[src/rtl/mips_fetch_stage.sv]
// Instruction fetch: PC, one-cycle memory read, 2-entry skid FIFO, redirect flush, range fault.
// Define MIPS_FETCH_PERF_EN to add the perf_fetched / perf_stall counters.
module mips_fetch_stage #(
   parameter int          MEM_DEPTH = 32,
   parameter logic [31:0] RESET_PC  = 32'd0
) (
   input  logic        MIPS_fetch_clk,
   input  logic        MIPS_fetch_rst,
   input  logic        fetch_enable,
   output logic        MIPS_read,
   output logic [31:0] while_read_instruction_MIPS_address,
   input  logic [31:0] while_read_instruction_MIPS_data,
   input  logic        redirect_valid,
   input  logic [31:0] redirect_pc,
   output logic        instr_valid,
   input  logic        instr_ready,
   output logic [31:0] instr_data,
   output logic [31:0] instr_pc,
   output logic        fetch_fault,
   output logic [1:0]  fetch_state
`ifdef MIPS_FETCH_PERF_EN
   ,
   output logic [31:0] perf_fetched,
   output logic [31:0] perf_stall
`endif
);

   // Handshake: an instruction moves to decode on a clock edge where instr_valid && instr_ready,
   // except in a redirect cycle, where the FIFO is flushed and that pop is discarded.
   typedef enum logic [1:0] {ST_IDLE = 2'd0, ST_RUN = 2'd1, ST_HALT = 2'd2} state_t;

   localparam logic [31:0] DEPTH = 32'(MEM_DEPTH);

   state_t      state, state_next;
   logic [31:0] pc;
   logic        inflight;
   logic [31:0] inflight_pc;
   logic [31:0] fifo_data [2];
   logic [31:0] fifo_pc   [2];
   logic        rd_ptr, wr_ptr;
   logic [1:0]  count;
   logic        pop, fifo_pop, push, issue;
   logic [2:0]  occ;
   logic        pc_in_range, target_in_range;

   assign pc_in_range     = pc < DEPTH;
   assign target_in_range = redirect_pc < DEPTH;
   assign instr_valid     = count != 2'd0;
   assign instr_data      = fifo_data[rd_ptr];
   assign instr_pc        = fifo_pc[rd_ptr];
   assign pop             = instr_valid && instr_ready;
   assign fifo_pop        = pop && !redirect_valid;
   // The returning word of a read is dropped if a redirect lands in its return cycle.
   assign push            = inflight && !redirect_valid;
   assign while_read_instruction_MIPS_address = pc;
   assign fetch_state     = state;

   always_ff @(posedge MIPS_fetch_clk or posedge MIPS_fetch_rst) begin
      if (MIPS_fetch_rst) state <= ST_IDLE;
      else                state <= state_next;
   end

   always_comb begin
      state_next = state;
      case (state)
         ST_IDLE: if (fetch_enable) state_next = ST_RUN;
         ST_RUN: begin
            if (!fetch_enable)                        state_next = ST_IDLE;
            else if (!pc_in_range && !redirect_valid) state_next = ST_HALT;
         end
         ST_HALT: begin
            if (redirect_valid)
               state_next = (target_in_range && fetch_enable) ? ST_RUN : ST_IDLE;
         end
         default: state_next = ST_IDLE;
      endcase
   end

   // Credit counts buffered words plus the one in flight, so the FIFO can never overflow.
   always_comb begin
      occ       = {1'b0, count} + {2'b00, inflight} - {2'b00, pop};
      issue     = (state == ST_RUN) && pc_in_range && !redirect_valid && (occ < 3'd2);
      MIPS_read = issue;
   end

   always_ff @(posedge MIPS_fetch_clk or posedge MIPS_fetch_rst) begin
      if (MIPS_fetch_rst) begin
         pc          <= RESET_PC;
         inflight    <= 1'b0;
         inflight_pc <= 32'd0;
         fetch_fault <= 1'b0;
      end else if (redirect_valid) begin
         pc          <= redirect_pc;
         inflight    <= 1'b0;
         fetch_fault <= 1'b0;
      end else begin
         inflight <= issue;
         if (issue) begin
            pc          <= pc + 32'd1;
            inflight_pc <= pc;
         end
         if (state == ST_RUN && state_next == ST_HALT) fetch_fault <= 1'b1;
      end
   end

   always_ff @(posedge MIPS_fetch_clk or posedge MIPS_fetch_rst) begin
      if (MIPS_fetch_rst) begin
         count        <= 2'd0;
         rd_ptr       <= 1'b0;
         wr_ptr       <= 1'b0;
         fifo_data[0] <= 32'd0;
         fifo_data[1] <= 32'd0;
         fifo_pc[0]   <= 32'd0;
         fifo_pc[1]   <= 32'd0;
      end else if (redirect_valid) begin
         count  <= 2'd0;
         rd_ptr <= 1'b0;
         wr_ptr <= 1'b0;
      end else begin
         if (push) begin
            fifo_data[wr_ptr] <= while_read_instruction_MIPS_data;
            fifo_pc[wr_ptr]   <= inflight_pc;
            wr_ptr            <= ~wr_ptr;
         end
         if (fifo_pop) rd_ptr <= ~rd_ptr;
         count <= count + {1'b0, push} - {1'b0, fifo_pop};
      end
   end

   push_into_full_a: assert property (@(posedge MIPS_fetch_clk) disable iff (MIPS_fetch_rst)
      !(push && count == 2'd2 && !fifo_pop));

`ifdef MIPS_FETCH_PERF_EN
   always_ff @(posedge MIPS_fetch_clk or posedge MIPS_fetch_rst) begin
      if (MIPS_fetch_rst) begin
         perf_fetched <= 32'd0;
         perf_stall   <= 32'd0;
      end else begin
         if (pop)                        perf_fetched <= perf_fetched + 32'd1;
         if (instr_valid && !instr_ready) perf_stall  <= perf_stall + 32'd1;
      end
   end
`endif

endmodule
[config.mk]
export PLATFORM = sky130hd
export DESIGN_NAME = mips_fetch_stage
export DESIGN_NICKNAME = d
export VERILOG_FILES = /design/src/rtl/mips_fetch_stage.sv
export SDC_FILE = /design/constraint.sdc
export NUM_CORES = 1
export LEC_CHECK = 0
export ABC_AREA = 1
export CAP_MARGIN = 20
export CORE_UTILIZATION = 47
export CTS_CLUSTER_SIZE = 8
export DETAILED_ROUTE_END_ITERATION = 12
export PLACE_DENSITY = 0.79
export SKIP_LAST_GASP = 1
export SLEW_MARGIN = 30
export SYNTH_ARGS = -nofsm -noshare
export SYNTH_HDL_FRONTEND = slang
export SYNTH_SLANG_ARGS = --single-unit
[constraint.sdc]
create_clock -name MIPS_fetch_clk -period 6.4 [get_ports MIPS_fetch_clk]
set_input_delay 0.64 -clock MIPS_fetch_clk [delete_from_list [all_inputs] [get_ports MIPS_fetch_clk]]
set_output_delay 0.64 -clock MIPS_fetch_clk [all_outputs]
set_load 0.005 [all_outputs]
==> reports/results.ini <==
[run_status]
status=finished clean

[routing]
route.detailed.drc=0
firstDrtPassIters=5
viasPerCell=4.86
ant_nets=0
wl_per_cell_um=13.4
drtIter0Drc=536
drt-total-wl_um=18900
dr_total_vias=6875

[setup_path]
cp.required_ns=5.76
cp-start-kind=primary input
arrival_ns=3.32
critical_path_class=in2out
critical_path.max_fanout=30
end_kind=output pin

[global_routing]
grt_pass1_wl_um=31000
overflow=0
antenna_found_initial=0
grt_use_total_pct=21.3
grt_pass1_vias=6412
grt_max_degree=152

[clocking]
cts_tree=yes
clk_path_buf_depth=2
cts_resized=0
numCtsBuffers=17
clkLatencyLatePin_ns=0.43
clk_pin_slew_worst_paths_ns=0.06
post_cts_buffers=0
root_buffer=clkbuf_16
postCtsHoldBufs=0
cts_sinks=200
htreeDepth=4

[synthesis]
syn_nets=1113
synth_ff_type=dfrtp_1
syn_area_um2=8560
synth_edf_count=0
ys_seq_elements=200
synth_top_area_share_pct=58.5
avgSynthCellArea_um2=8.24
synth.most_common_cell=nand2_1
synth_area_leaders=dfrtp_1 58%, nand2_1 18%, nor2_1 4.3%
async_reset_ff_share_pct=100
ys_warn_count=0
syn_inst=1039
synth_seq_area_share_pct=58.5
synth_common_cells=415 x nand2_1, 200 x dfrtp_1, 97 x nor2_1
ys_types=26
synth_top_area_cell=dfrtp_1

[timing]
hold_ws_ns=0.482
finalSetupTns_ns=0
worst_pin_slew_ns=0.933
drv_slew=0
grt_setup_unrepaired=false
skew_ns=0.00844
slew-limit-headroom_pct=37.8
setup_viol=0
max_freq_mhz=253
post-route-min-period_ns=3.96
final_hold_viol_count=0
finalCritPeriodShare_pct=61.8

[pwr]
sw_frac_of_total_pct=21.7
p_int_uw=2000
p_leak_uw=0.00546
p_seq_share_pct=51.2
p_per_area_nw_per_um2=235
p_switching_uw=554
ir_drop_mv=0.198
total_power_uw=2560
pwr-share-comb_pct=6.9
p_clk_share_pct=41.9

[floorplanning]
dieArea_um2=18800
placementRows=48
ioPinCount=170
die_w_um=137
die_h_um=137
core_area_um2=17500
initial_core_util_pct=48.8

[placement]
hpwl_um=11800
numPortBuffers=169
place.gp.congestion=0.811

[final_layout]
diodes=0
drive_gt1_share_pct=3.78
utilization_pct=62.2
layout.nets=1252
syn2layout_area_growth_pct=27.4

[min_path]
hp-class=reg2reg

[run]
max_cap_violations=0

## per-layer routing
layer / wire, µm / GRT usage [%] / up-vias
li1: - / - / 3468
met1: 8810 / 29.1 / 3187
met2: 8780 / 34.0 / 199
met3: 1070 / 4.41 / 21
met4: 246 / 7.02 / 0
met5: 0 / 0 / -
## cells by family after synthesis
kind of cell	synth area share [%]
adders and majority gates	0.819
DFF	58.5
and+or+nand+nor	24.8
xor gates and xnor gates	0.409
buffers and inverters	7.41
AOI/OAI and AO/OA	8.10
## placed cells by master, fill, tap and decap left out, types with 3 or more instances in the layout
cell type,netlist,final
nand2_1,415,415
dfrtp_1,200,199
clkdlybuf4s50_1,0,169
nor2_1,97,97
inv_1,84,82
o21ai_0,69,69
o21ai_1,64,64
nand3_1,29,28
clkbuf_16,0,17
buf_4,2,7
clkbuf_8,0,5
a21oi_1,4,4
ha_1,4,4
inv_2,2,3
## critical path, cell delays in order
cell and delay [ns]:
clkdlybuf4s50_1 0.40, nand2_1 0.12, inv_1 0.05, ha_1 0.26
inv_1 0.05, nand2_1 0.06, fa_1 0.48, inv_1 0.04
nor2_1 0.09, nand2_1 0.06, nor2_1 0.11, nand4_2 0.10
buf_4 0.26, inv_2 0.11, clkdlybuf4s50_1 0.50
## final timing paths
kind | start | endpoint | slack (ns) | cells after the start
setup / recovery | instr_ready | MIPS_read | 2.44 | 15
max in group asynchronous | MIPS_fetch_rst | fifo_data[47] | 4.53 | 3
hold / removal | inflight_pc[4] | inflight_pc[4] | 0.48 | 2
min in group asynchronous | MIPS_fetch_rst | fifo_data[4] | 0.74 | 2
setup reg to reg | count[1] | inflight_pc[4] | 3.44 | 18
hold reg to reg | inflight_pc[4] | inflight_pc[4] | 0.48 | 2
## state kept, by name (all words and copies together) (netlist names), 2 cells and up
register                             flops
fifo_data                               64
fifo_pc                                 64
count                                    2
fetch_state                              2
inflight_pc                             32
while_read_instruction_MIPS_address     32
## cell type report
| class | count | area [µm²] |
|---|---|---|
| timing repair buffer | 177 | 1760 |
| multi-input combinational | 696 | 2940 |
| tap | 225 | 282 |
| sequential | 200 | 5010 |
| clock buffer | 24 | 502 |
| inverter | 86 | 335 |
| clock inverter | 6 | 88.8 |
| fill | 1549 | 6630 |
## power groups by stage
stage                     sequential, µW  combinational (µW)  clock [µW]
after global placement              1330                 176           0
after global routing                1310                 197        1140
after floorplan                     1330                69.2           0
after detailed placement            1330                 179           0
final                               1310                 177        1070
after CTS                           1310                 180        1090
## metrics by stage
stage          std cells  instance area (µm²)  setup WS [ns]
2_1_floorplan       1039                 8560          0.306
6_report            1414                10900           2.44
5_1_grt             1414                10900           2.15
3_3_place_gp        1384                10300           2.43
3_5_place_dp        1384                10300           2.43
4_1_cts             1414                10900           2.41
Note: power is estimated with default switching activity, not from simulation.
